`src/rtl/kevin_pkg.sv`:
```
// Shared types and constants for the Kevin-number scan controller.
package kevin_pkg;

  // Width of the codes fed to the detector. Fixed at 4; the rest of the
  // design relies on it (16-entry hit map, mod-16 code wrap).
  localparam int unsigned CODE_W = 4;

  // Width of the per-code dwell counter (DWELL is limited to 1..15).
  localparam int unsigned DWELL_W = 4;

  // Membership set of the Kevin numbers among 4-bit codes:
  // bit k set means code k is a match (codes 1,5,6,7,9,10,12,14).
  localparam logic [15:0] KEVIN_SET = 16'h56E2;

  // Controller states.
  typedef enum logic [1:0] {
    IDLE = 2'd0,
    SCAN = 2'd1,
    DONE = 2'd2
  } state_t;

endpackage

```
`src/rtl/kevin_match.sv`:
```
// Combinational Kevin-number detector for a single 4-bit code.
module kevin_match
  import kevin_pkg::*;
(
  input  logic [CODE_W-1:0] i_code,
  output logic              o_match
);

  // Explicit decode of the matching codes.
  always_comb begin
    o_match = 1'b0;
    unique case (i_code)
      4'd1, 4'd5, 4'd6, 4'd7, 4'd9, 4'd10, 4'd12, 4'd14: o_match = 1'b1;
      default:                                           o_match = 1'b0;
    endcase
  end

endmodule

```
`src/rtl/kevin_scan_ctrl.sv`:
```
// Scan controller: sweeps codes lo..hi (mod 16) through the Kevin detector,
// holding each code for DWELL cycles, and accumulates per-run results.
module kevin_scan_ctrl
  import kevin_pkg::*;
#(
  parameter int unsigned DWELL = 1  // legal range 1..15
) (
  input  logic              clk,
  input  logic              rst,
  input  logic              start,
  input  logic              abort,
  input  logic [CODE_W-1:0] lo,
  input  logic [CODE_W-1:0] hi,
  output logic              busy,
  output logic              done,
  output logic [CODE_W-1:0] code,
  output logic [4:0]        hit_cnt,
  output logic [15:0]       hit_map,
  output logic [CODE_W-1:0] first_hit,
  output logic              first_valid,
  output logic              aborted
);

  localparam logic [DWELL_W-1:0] DWELL_LAST = DWELL_W'(DWELL - 1);

  state_t              r_state;
  state_t              w_next_state;
  logic [DWELL_W-1:0]  r_dwell;
  logic [CODE_W-1:0]   r_code;
  logic [CODE_W-1:0]   r_hi;
  logic [4:0]          r_hit_cnt;
  logic [15:0]         r_hit_map;
  logic [CODE_W-1:0]   r_first_hit;
  logic                r_first_valid;
  logic                r_aborted;

  logic                w_match;
  logic                w_last_dwell;
  logic                w_capture;
  logic                w_abort;
  logic                w_eval;

  kevin_match u_match (
    .i_code  (r_code),
    .o_match (w_match)
  );

  assign w_last_dwell = (r_dwell == DWELL_LAST);

  // State register.
  always_ff @(posedge clk) begin
    if (rst) r_state <= IDLE;
    else     r_state <= w_next_state;
  end

  // Next-state decode, datapath strobes and status outputs.
  always_comb begin
    w_next_state = r_state;
    w_capture    = 1'b0;
    w_abort      = 1'b0;
    w_eval       = 1'b0;
    busy         = 1'b0;
    done         = 1'b0;
    unique case (r_state)
      IDLE: begin
        if (start) begin
          w_capture    = 1'b1;
          w_next_state = SCAN;
        end
      end
      SCAN: begin
        busy = 1'b1;
        // Abort wins over the evaluation scheduled for the same cycle.
        if (abort) begin
          w_abort      = 1'b1;
          w_next_state = IDLE;
        end else if (w_last_dwell) begin
          w_eval = 1'b1;
          if (r_code == r_hi) w_next_state = DONE;
        end
      end
      DONE: begin
        done         = 1'b1;
        w_next_state = IDLE;
      end
      default: w_next_state = IDLE;
    endcase
  end

  // Range capture, dwell counting, code advance and result accumulation.
  always_ff @(posedge clk) begin
    if (rst) begin
      r_dwell       <= '0;
      r_code        <= '0;
      r_hi          <= '0;
      r_hit_cnt     <= '0;
      r_hit_map     <= '0;
      r_first_hit   <= '0;
      r_first_valid <= 1'b0;
      r_aborted     <= 1'b0;
    end else if (w_capture) begin
      r_dwell       <= '0;
      r_code        <= lo;
      r_hi          <= hi;
      r_hit_cnt     <= '0;
      r_hit_map     <= '0;
      r_first_hit   <= '0;
      r_first_valid <= 1'b0;
      r_aborted     <= 1'b0;
    end else if (w_abort) begin
      r_dwell   <= '0;
      r_aborted <= 1'b1;
    end else if (w_eval) begin
      r_dwell <= '0;
      if (w_match) begin
        r_hit_cnt         <= r_hit_cnt + 5'd1;
        r_hit_map[r_code] <= 1'b1;
        if (!r_first_valid) begin
          r_first_hit   <= r_code;
          r_first_valid <= 1'b1;
        end
      end
      // The final code is left on the bus through DONE and IDLE.
      if (r_code != r_hi) r_code <= r_code + 4'd1;
    end else if (r_state == SCAN) begin
      r_dwell <= r_dwell + 4'd1;
    end
  end

  assign code        = r_code;
  assign hit_cnt     = r_hit_cnt;
  assign hit_map     = r_hit_map;
  assign first_hit   = r_first_hit;
  assign first_valid = r_first_valid;
  assign aborted     = r_aborted;

endmodule

```
`config.mk`:
```
export PLATFORM = sky130hd
export DESIGN_NAME = kevin_scan_ctrl
export DESIGN_NICKNAME = d
export VERILOG_FILES = /design/src/rtl/kevin_pkg.sv /design/src/rtl/kevin_match.sv /design/src/rtl/kevin_scan_ctrl.sv
export SDC_FILE = /design/constraint.sdc
export NUM_CORES = 1
export LEC_CHECK = 0
export CAP_MARGIN = 20
export CORE_MARGIN = 1
export CORE_UTILIZATION = 44
export CTS_CLUSTER_DIAMETER = 120
export CTS_CLUSTER_SIZE = 28
export DETAILED_ROUTE_END_ITERATION = 7
export GPL_TIMING_DRIVEN = 0
export MAX_ROUTING_LAYER = met4
export PLACE_DENSITY = 0.75
export SETUP_SLACK_MARGIN = 0.4
export SYNTH_ARGS = -nofsm -noshare
export SYNTH_HDL_FRONTEND = slang
export SYNTH_SLANG_ARGS = --single-unit
```
`constraint.sdc`:
```
create_clock -name clk -period 1.85 [get_ports clk]
set_input_delay 0.2775 -clock clk [delete_from_list [all_inputs] [get_ports clk]]
set_output_delay 0.2775 -clock clk [all_outputs]
set_load 0.005 [all_outputs]
```
==> metrics.yaml, run 1 <==
floorplanning:
  die_w_microns: 67.18
  dieArea_sq_um: 4513
  core-area_sq_um: 4029
  ios: 45
  die_h_microns: 67.18
  initial_core_util: 0.4640
  rows: 23
critical_path:
  regToRegSetupSlack_ns: -0.20
  slowest_stage: "a311o_1"
  crit_chain: "inv_2, ha_4, nor3b_4, buf_6, a311oi_2, or2_4, a311o_1, nor2_2, a211oi_2, nor3_2"
  max_stage_delay_ns: 0.34
  crit_family: "simple AND/OR/NAND/NOR gates"
  arrival_ns: 2.28
  critPathKind: "reg2reg"
  path_max_fanout: 3
  crit_path_end_kind: "flip-flop"
  critPathLaunchType: "flip-flop"
  critPathBufInv: 2
  cp.required_ns: 2.08
sta:
  drv_slew: 0
  slew_headroom: 0.5121
  period_minus_slack_ns: 2.052
  fin_hold_ws_ns: 0.4708
  rsz0062_at_grt: "true"
  finClkSkew_ns: 0.005516
  setup_viol: 5
  achievable-frequency_ghz: 0.4874
  worst_slew_pin_slew_ns: 0.7303
  finalCritPeriodShare: 1.109
  setup_ws_ns: -0.2018
  finalHoldViolations: 0
grt:
  grt_pass1_wl_mm: 7.272
  grt_overflow: 0
  track_usage: 0.2262
  grt_antenna_before_repair: 0
  grt_pass1_vias: 1507
  grt_max_degree: 12
cts:
  root_buffer: "clkbuf_8"
  insertion_delay_ns: 0.30
  clockBufferDepth: 2
  cts.reportedPaths.clkPinSlew_ns: 0.08
  holdBufCountCts: 0
  cts_tree: "done"
  htreeDepth: 2
  cts_buffers: 5
  clkSinkCount: 42
logic_synthesis:
  ys_seq_elements: 42
  synth_nets: 225
  postSynthCellCount: 206
  yosys_warnings: 0
  synth_cell_types: 46
  syn_area_sq_um: 1869
  ys_seq_area_frac: 0.4498
  synth_edf_count: 0
  synth.avg_cell_area_sq_um: 9.074
  ys_async_sr_fraction: 0
  ys.flop_type: "dfxtp_1"
power:
  pwr_density_cell_nw_per_um2: 649.5
  switching_power_w: 0.0006319
  vdd_drop_max_uv: 421.9
  clock_power_share: 0.284
  p_leak_nw: 1.496
  internal-power_w: 0.001468
  combPwrFrac: 0.257
  seq_power_share: 0.459
  swShare: 0.3009
flow_run:
  maxCapViolCount: 0
layout:
  nets: 305
  multi_input_area_sq_um: 1311
  seq_area_sq_um: 888.4
  fillCellCount: 240
  antenna_cells: 0
  drive_gt1_frac: 0.4491
  postLayoutCoreUtil: 0.8025
  syn_to_final_growth_pct: 72.96
  stdcell_area_sq_um: 3233
placement:
  io_buffers: 44
  place_ws_ns: -0.6833
  gp_congestion: 0.8359
  placement.cell_area_sq_um: 2446
  hpwlAfterDp_mm: 2.981
detailed_routing:
  wl_per_cell_microns: 17.26
  via_per_inst: 5.442
  dr.pass1.iters: 4
  routed-via-count: 1823
  routed_wl_mm: 5.783
  drc: 0
  antenna_left: 0
  detail_route.iter0.violations: 158
worst_hold_path:
  hold_class: "reg2reg"
run_status:
  violations: "negative setup slack"
  status: "finished with violations"
==> layout make-up <==
| cell class | count | share of cell area |
|---|---|---|
| timing repair buffer | 73 | 0.2248 |
| multi-input combinational | 147 | 0.4056 |
| buffer | 12 | 0.04412 |
| clock buffer | 6 | 0.02554 |
| sequential | 42 | 0.2748 |
| inverter | 5 | 0.005805 |
| tap | 50 | 0.01935 |
==> state kept, by name (all words and copies together) (netlist names) <==
name             count
code                 4
r_hi                 4
u_match.o_match      1
aborted              1
first_hit            4
first_valid          1
r_dwell              4
r_state              2
hit_cnt              5
hit_map             16
==> metrics by stage <==
step | setup TNS, ns | instances | power, W
after detailed placement | -8.085 | 300 | 0.001325
final | -0.3611 | 335 | 0.002100
after global placement | -7.250 | 300 | 0.001322
after floorplan | -0.01283 | 206 | 0.001211
after CTS | -0.1149 | 321 | 0.001978
after global routing | -1.145 | 335 | 0.002175
==> cell usage in the layout (no fill, tap or decap), drive strengths merged, types with 5 or more instances in the layout <==
| cell | instances |
|---|---|
| a31oi | 12 |
| nor2 | 44 |
| clkdlybuf4s50 | 24 |
| mux2i | 5 |
| nand2 | 12 |
| clkbuf | 12 |
| inv | 5 |
| a21oi | 12 |
| dfxtp | 42 |
| dlymetal6s2s | 15 |
| xor2 | 8 |
| nor3b | 5 |
| ha | 7 |
| buf | 35 |
==> cells in the mapped netlist, types with 2 or more instances <==
library cell	n	area, sq um
nand4_1	2	12.51
nor2b_1	2	12.51
inv_1	5	18.77
dfxtp_1	42	840.8
ha_1	7	87.58
xor2_1	7	61.31
nor3b_1	3	22.52
a211oi_1	3	22.52
a41oi_1	4	35.03
nor2_2	2	12.51
buf_2	2	10.01
clkbuf_1	8	30.03
nor2_1	42	157.7
a311o_1	2	20.02
a31oi_1	12	75.07
a21oi_1	12	60.06
nand2_1	11	41.29
nor3_1	3	15.01
mux2i_1	5	50.05
nand2b_1	4	25.02
nand3_1	2	10.01
and3_1	2	12.51
==> repair_timing <==
| action | in CTS | in global routing |
|---|---|---|
| setup endpoints to repair | 49 | 56 |
| pin swaps | 15 | 21 |
| buffers inserted | 15 | 12 |
| gates cloned | 0 | 2 |
| gates resized for setup | 48 | 71 |
==> power by group through the flow <==
| stage | sequential, W | clock, W | combinational, W |
|---|---|---|---|
| after floorplan | 0.000980 | 0 | 0.000230 |
| after global placement | 0.000985 | 0 | 0.000337 |
| after detailed placement | 0.000985 | 0 | 0.000339 |
| after CTS | 0.000962 | 0.000595 | 0.000421 |
| after global routing | 0.000968 | 0.000632 | 0.000576 |
| final | 0.000964 | 0.000596 | 0.000539 |
==> worst min-delay path, stage by stage (launching register included) <==
cell	delay, ns
dfxtp_1	0.33
a31oi_1	0.04
nor2_1	0.07
==> final timing paths <==
check | startpoint | to | cells past startpoint
worst max register to register | r_dwell[0] | u_match.o_match | 10
worst min-delay path | hit_map[5] | hit_map[5] | 2
worst min register to register | hit_map[5] | hit_map[5] | 2
worst max-delay path | r_dwell[0] | u_match.o_match | 10
==> metal layers <==
| metal | track usage | up-vias | share of wire | wire, microns |
|---|---|---|---|---|
| met2 | 0.3563 | 60 | 0.50 | 2910 |
| met5 | - | - | 0 | 0 |
| met3 | 0.05236 | 18 | 0.038 | 218 |
| met4 | 0.08777 | 0 | 0.029 | 170 |
| met1 | 0.2792 | 873 | 0.43 | 2483 |
| li1 | - | 872 | - | - |
==> cell families (layout without fill, tap and decap cells) <==
group,count (synthesis),in the layout,share of synthesized area
simple gates,83,83,0.2282
mux,5,5,0.02677
fa+ha+maj,7,7,0.04685
xor+xnor,9,9,0.04619
buf+inv,17,96,0.03949
compound gates,43,43,0.1626
flops,42,42,0.4498
No activity file was read; power rests on OpenSTA's default activity.
==> run 2: changes to the inputs <==
--- a/config.mk
+++ b/config.mk
@@ -7,13 +7,13 @@
 export LEC_CHECK = 0
 export CAP_MARGIN = 20
 export CORE_MARGIN = 1
-export CORE_UTILIZATION = 44
+export CORE_UTILIZATION = 49
 export CTS_CLUSTER_DIAMETER = 120
 export CTS_CLUSTER_SIZE = 28
 export DETAILED_ROUTE_END_ITERATION = 7
 export GPL_TIMING_DRIVEN = 0
 export MAX_ROUTING_LAYER = met4
-export PLACE_DENSITY = 0.75
+export PLACE_DENSITY = 0.79
 export SETUP_SLACK_MARGIN = 0.4
 export SYNTH_ARGS = -nofsm -noshare
 export SYNTH_HDL_FRONTEND = slang
==> constraint.sdc (replaced) <==
create_clock -name clk -period 1.9 [get_ports clk]
set_input_delay 0.285 -clock clk [delete_from_list [all_inputs] [get_ports clk]]
set_output_delay 0.285 -clock clk [all_outputs]
set_load 0.005 [all_outputs]
==> run 2 against run 1 <==
The run still ends with negative setup slack left. First-iteration DRC count fell by 17%. Sequential power fell by 2.9%. Critical path depth down 1. Clock-buffer cell count increased by 1. Clock skew grew 0.0037 ns. Worst setup slack improved by 0.061 ns. Wire length rose by 3.0%. Critical endpoint unchanged. Highest routed layer unchanged.
==> metrics.yaml, run 2 (synthesis gave the netlist of run 1 again) <==
power:
  pwr_density_cell_nw_per_um2: 724.1  # +11%
  seq_power_share: 0.416  # -0.043
  internal-power_w: 0.001633  # +11%
  combPwrFrac: 0.214  # -0.043
  p_leak_nw: 1.198  # -20%
  switching_power_w: 0.0006181  # -2.2%
  swShare: 0.2746  # -0.02637
  clock_power_share: 0.370  # +0.086
  vdd_drop_max_uv: 455.2  # +7.9%
critical_path:
  r2r_cells: 9  # -1
  path_max_fanout: 6  # +3
  crit_path_end_kind: "flip-flop"
  critPathKind: "reg2reg"
  arrival_ns: 2.24  # -0.04 ns
  cp.required_ns: 2.10  # +0.02 ns
  rr_endpoint: "u_match.o_match"
  startpoint: "code[3]"
  r2r-start: "code[3]"
  cp-endpoint: "u_match.o_match"
  regToRegSetupSlack_ns: -0.14  # +0.06 ns
  critPathLaunchType: "flip-flop"
sta:
  finClkSkew_ns: 0.009189  # +0.003673 ns
  period_minus_slack_ns: 2.041  # -0.01094 ns
  finalHoldViolations: 0  # unchanged
  worst_slew_pin_slew_ns: 0.5598  # -0.1705 ns
  slew_headroom: 0.6254  # +0.1133
  setup_ws_ns: -0.1408  # +0.06094 ns
  achievable-frequency_ghz: 0.4900  # +0.54%
  finalCritPeriodShare: 1.074  # -0.03494
  drv_slew: 0  # unchanged
  setup_viol: 13  # +8
  rsz0062_at_grt: "true"
detailed_routing:
  dr.pass1.iters: 4  # unchanged
  detail_route.iter0.violations: 131  # -17%
  routed_wl_mm: 5.958  # +3.0%
  via_per_inst: 5.710  # +4.9%
  drc: 0  # unchanged
  wl_per_cell_microns: 18.16  # +5.2%
  antenna_left: 0  # unchanged
  routed-via-count: 1873  # +2.7%
flow_run:
  maxCapViolCount: 0  # unchanged
grt:
  grt_overflow: 0  # unchanged
  grt_max_degree: 14  # +2
  grt_pass1_wl_mm: 8.404  # +16%
  grt_pass1_vias: 1747  # +16%
  track_usage: 0.2778  # +0.05167
  grt_antenna_before_repair: 0  # unchanged
placement:
  io_buffers: 44  # unchanged
  hpwlAfterDp_mm: 3.003  # +0.73%
  placed_cells: 298  # -0.67%
  gp_congestion: 0.8072  # -3.4%
cts:
  cts_tree: "done"
  clockBufferDepth: 2  # unchanged
  htreeDepth: 2  # unchanged
  root_buffer: "clkbuf_8"
  holdBufCountCts: 0  # unchanged
  insertion_delay_ns: 0.30  # about the same
  clkSinkCount: 42  # unchanged
  cts.reportedPaths.clkPinSlew_ns: 0.08  # about the same
  cts_buffers: 5  # unchanged
floorplanning:
  initial_core_util: 0.5106  # +0.04662
  core-area_sq_um: 3661  # -9.1%
  ios: 45  # unchanged
  rows: 22  # -4.3%
  die_w_microns: 63.77  # -5.1%
  die_h_microns: 63.77  # -5.1%
  dieArea_sq_um: 4066  # -9.9%
layout:
  layout_common_cells: "nor2_1, clkdlybuf4s50_1, dfxtp_1"
  postLayoutCoreUtil: 0.8493  # +0.04680
  final_common_cell: "nor2_1"
  drive_gt1_frac: 0.3750  # -0.07412
  fillCellCount: 192  # -20%
  antenna_cells: 0  # unchanged
  syn_to_final_growth_pct: 66.33
  fin_cells: 328  # -2.1%
  nets: 298  # -2.3%
  multi_input_area_sq_um: 1230  # -6.2%
  largest_reg_flops: 16  # unchanged
  seq_area_sq_um: 875.8  # -1.4%
worst_hold_path:
  whs_path_depth: 2  # unchanged
  hold_class: "reg2reg"
run_status:
  violations: "negative setup slack"
  status: "finished with violations"
-- run 2: per-stage QoR --
step	total power [W]	worst slack, ns	hold WS (ns)	area, sq um	TNS (ns)
final	0.002251	-0.1408	0.4838	3109	-0.5846
after global routing	0.002327	-0.2278	0.4869	3109	-1.407
after CTS	0.002173	-0.04544	0.4729	2910	-0.04544
after detailed placement	0.001289	-0.6005	0.4583	2440	-8.830
after global placement	0.001285	-0.5914	0.4482	2440	-9.318
after floorplan	0.001178	0.03717	0.3619	1939	0
-- run 2: what timing repair did --
| item | 4_1_cts | 5_1_grt |
|---|---|---|
| setup endpoints to repair | 42 | 45 |
| setup buffers | 13 | 7 |
| gates cloned | 2 | 0 |
| gates resized for setup | 48 | 36 |
| pin swaps | 27 | 16 |
-- run 2: area by class of cell --
| class | instances | area share |
|---|---|---|
| Sequential cell | 42 | 0.2817 |
| Multi-Input combinational cell | 147 | 0.3956 |
| Inverter | 5 | 0.006036 |
| Buffer | 12 | 0.04386 |
| Clock inverter | 1 | 0.009658 |
| Timing Repair Buffer | 66 | 0.2093 |
| Tap cell | 48 | 0.01932 |
| Clock buffer | 7 | 0.03461 |
-- run 2: worst min-delay path by stage --
stage          startpoint    endpoint
6_report       hit_map[0]  hit_map[0]
5_1_grt             abort  r_state[1]
4_1_cts           r_hi[1]     r_hi[1]
3_5_place_dp   hit_map[2]  hit_map[2]
3_3_place_gp      aborted     aborted
2_1_floorplan       abort  r_state[1]
-- run 2: power by group through the flow --
stage	clock (W)	sequential (W)	combinational, W
floorplan	0	0.000954	0.000224
finish	0.000833	0.000936	0.000483
detailed placement	0	0.000960	0.000329
CTS	0.000825	0.000938	0.000411
global route	0.000874	0.000940	0.000513
global placement	0	0.000959	0.000325
-- run 2: metal layers --
metal | share of wire | vias up | GRT usage
li1 | - | 861 | -
met1 | 0.40 | 906 | 0.3341
met2 | 0.53 | 90 | 0.4574
met3 | 0.047 | 16 | 0.05714
met4 | 0.022 | 0 | 0.1023
met5 | 0 | - | -
-- run 2: critical path: stages, from the launching register on --
cell      delay [ns]
dfxtp_1         0.33
buf_6           0.13
xor2_4          0.15
nor4_4          0.22
buf_4           0.20
nor3b_1         0.25
a311o_1         0.27
nor2_2          0.08
a211oi_2        0.23
nor3_2          0.07
==> run 3: changes to the inputs <==
--- a/config.mk
+++ b/config.mk
@@ -6,14 +6,17 @@
 export NUM_CORES = 1
 export LEC_CHECK = 0
 export CAP_MARGIN = 20
+export CELL_PAD_IN_SITES_DETAIL_PLACEMENT = 0
+export CELL_PAD_IN_SITES_GLOBAL_PLACEMENT = 1
 export CORE_MARGIN = 1
-export CORE_UTILIZATION = 49
+export CORE_UTILIZATION = 36
 export CTS_CLUSTER_DIAMETER = 120
 export CTS_CLUSTER_SIZE = 28
 export DETAILED_ROUTE_END_ITERATION = 7
 export GPL_TIMING_DRIVEN = 0
+export HOLD_SLACK_MARGIN = 0.06
 export MAX_ROUTING_LAYER = met4
-export PLACE_DENSITY = 0.79
+export PLACE_DENSITY_LB_ADDON = 0.1
 export SETUP_SLACK_MARGIN = 0.4
 export SYNTH_ARGS = -nofsm -noshare
 export SYNTH_HDL_FRONTEND = slang
==> run 3 against run 2 <==
The flow still finishes with violations (negative setup slack). Die area increased by 35%. Clock-buffer cell count stayed put. Hold slack lost 0.18 ns. First-iteration DRC count shrank 69%. Via count shrank 6.4%. Maximum frequency grew 2.6%. Core utilization shrank 21 points. Largest cell class unchanged. Largest power group unchanged.
==> metrics.yaml, run 3 (synthesis gave the netlist of run 1 again) <==
run_status:
  status: "finished with violations"
  violations: "negative setup slack"
sta:
  drv_slew: 0  # unchanged
  finalCritPeriodShare: 1.047  # -0.02745
  rsz0062_at_grt: "true"
  finalHoldViolations: 0  # unchanged
  period_minus_slack_ns: 1.989  # -0.05216 ns
  finClkSkew_ns: 0.005377  # -0.003812 ns
  worst_slew_pin_slew_ns: 0.5918  # +0.03197 ns
  setup_ws_ns: -0.08867  # +0.05216 ns
  slew_headroom: 0.6047  # -0.02074
  setup_viol: 1  # -12
  achievable-frequency_ghz: 0.5028  # +2.6%
critical_path:
  path_max_fanout: 10  # +4
  critPathLaunchType: "input pin"
  regToRegSetupSlack_ns: -0.05  # +0.09 ns
  arrival_ns: 2.20  # -0.04 ns
  critPathKind: "in2reg"
  r2r-start: "code[2]"
  slowest_stage: "clkdlybuf4s50_1"
  rr_endpoint: "u_match.o_match"
  crit_path_end_kind: "flip-flop"
  max_stage_delay_ns: 0.46  # +0.13 ns
  cp.required_ns: 2.12  # +0.02 ns
  r2r_cells: 8  # -1
  cpMostUsedCell: "nor3b_1"
  crit_chain: "clkdlybuf4s50_1, nor3b_1, clkbuf_4, nor3b_1, a311o_1, nor2_2, a211oi_2, nor3_2"
cts:
  holdBufCountCts: 0  # unchanged
  insertion_delay_ns: 0.29  # about the same
  cts_tree: "done"
  htreeDepth: 2  # unchanged
  cts.reportedPaths.clkPinSlew_ns: 0.08  # about the same
  root_buffer: "clkbuf_8"
  cts_buffers: 5  # unchanged
  clockBufferDepth: 2  # unchanged
  clkSinkCount: 42  # unchanged
floorplanning:
  core-area_sq_um: 4848  # +32%
  rows: 25  # +14%
  initial_core_util: 0.3855  # -0.1250
  die_w_microns: 74.06  # +16%
  dieArea_sq_um: 5485  # +35%
  die_h_microns: 74.06  # +16%
  ios: 45  # unchanged
detailed_routing:
  wl_per_cell_microns: 14.61  # -20%
  detail_route.iter0.violations: 41  # -69%
  via_per_inst: 4.994  # -13%
  routed_wl_mm: 5.128  # -14%
  drc: 0  # unchanged
  antenna_left: 0  # unchanged
  dr.pass1.iters: 4  # unchanged
  routed-via-count: 1753  # -6.4%
layout:
  fillCellCount: 415  # +120%
  multi_input_area_sq_um: 1224  # -0.51%
  layout_common_cells: "nor2_1, clkdlybuf4s50_1, dfxtp_1"
  largest_reg_flops: 16  # unchanged
  nets: 303  # +1.7%
  seq_area_sq_um: 872.1  # -0.43%
  antenna_cells: 0  # unchanged
  drive_gt1_frac: 0.3838  # +0.008803
  fin_cells: 351  # +7.0%
  syn_to_final_growth_pct: 66.20  # about the same
  final_common_cell: "nor2_1"
  stdcell_area_sq_um: 3107  # about the same
worst_hold_path:
  hold_path_end: "r_state[1]"
  min_from: "abort"
  whs_path_depth: 2  # unchanged
  hold_class: "in2reg"
power:
  vdd_drop_max_uv: 335.5  # -26%
  p_leak_nw: 1.233  # +2.9%
  p_total_w: 0.002003  # -11%
  pwr_density_cell_nw_per_um2: 644.6  # -11%
placement:
  gp_congestion: 0.7592  # -5.9%
  placed_cells: 317  # +6.4%
  hpwlAfterDp_mm: 3.116  # +3.7%
  placement.cell_area_sq_um: 2464  # +0.97%
  io_buffers: 44  # unchanged
grt:
  grt_pass1_wl_mm: 8.052  # -4.2%
  track_usage: 0.2019  # -0.07589
  grt_overflow: 0  # unchanged
  grt_pass1_vias: 1647  # -5.7%
  grt_antenna_before_repair: 0  # unchanged
  grt_max_degree: 12  # -2
flow_run:
  maxCapViolCount: 0  # unchanged
-- run 3: changes by cell type in the layout (fill, tap and decap cells not counted), sizes merged --
cell           change
clkbuf             +1
buf                +7
dlymetal6s2s       +3
dlygate4sd2        -3
clkdlybuf4s50      -3
bufinv             -1
-- run 3: worst max-delay path: cells and delay by family --
kind,cells,cell delay [ns]
buffers and inverters,2,0.76
AOI/OAI and AO/OA,2,0.41
and+or+nand+nor,4,0.74
-- run 3: layout make-up --
cell class / count / area share
Multi-Input combinational cell: 147 / 0.3939
Buffer: 12 / 0.04430
Inverter: 5 / 0.007652
Timing Repair Buffer: 71 / 0.2219
Tap cell: 67 / 0.02698
Sequential cell: 42 / 0.2807
Clock buffer: 7 / 0.02457
-- run 3: worst max path at each step --
stage | to | startpoint | slack [ns] | cells after the start
detailed placement | u_match.o_match | abort | -0.63 | 8
finish | u_match.o_match | start | -0.09 | 8
global placement | u_match.o_match | abort | -0.65 | 8
floorplan | u_match.o_match | r_dwell[0] | 0.04 | 9
CTS | u_match.o_match | code[3] | -0.04 | 9
global route | u_match.o_match | r_dwell[0] | -0.15 | 10
-- run 3: per-stage QoR --
stage | hold WS [ns] | utilization | worst slack [ns] | TNS (ns)
global route | 0.3063 | 0.6408 | -0.1457 | -0.1457
CTS | 0.4750 | 0.6044 | -0.04245 | -0.04245
floorplan | 0.3619 | - | 0.03717 | 0
global placement | 0.4487 | 0.5081 | -0.6451 | -11.25
detailed placement | 0.4576 | 0.5081 | -0.6274 | -10.39
finish | 0.3048 | 0.6408 | -0.08867 | -0.08867
-- run 3: routing by layer --
layer	GRT usage	routed length, microns
met5	-	0
met4	0.09402	78
met3	0.03659	214
met2	0.3162	2546
met1	0.2519	2290
-- run 3: power breakdown --
group,switching [W],internal [W]
clock network,0.000290,0.000253
logic,0.000275,0.000249
registers,0.0000275,0.000908
-- run 3: what timing repair did --
item	CTS	global route
setup buffers	18	7
endpoints found under the setup margin	44	43
pin swaps	24	15
gates cloned	2	0
gates resized for setup	52	33
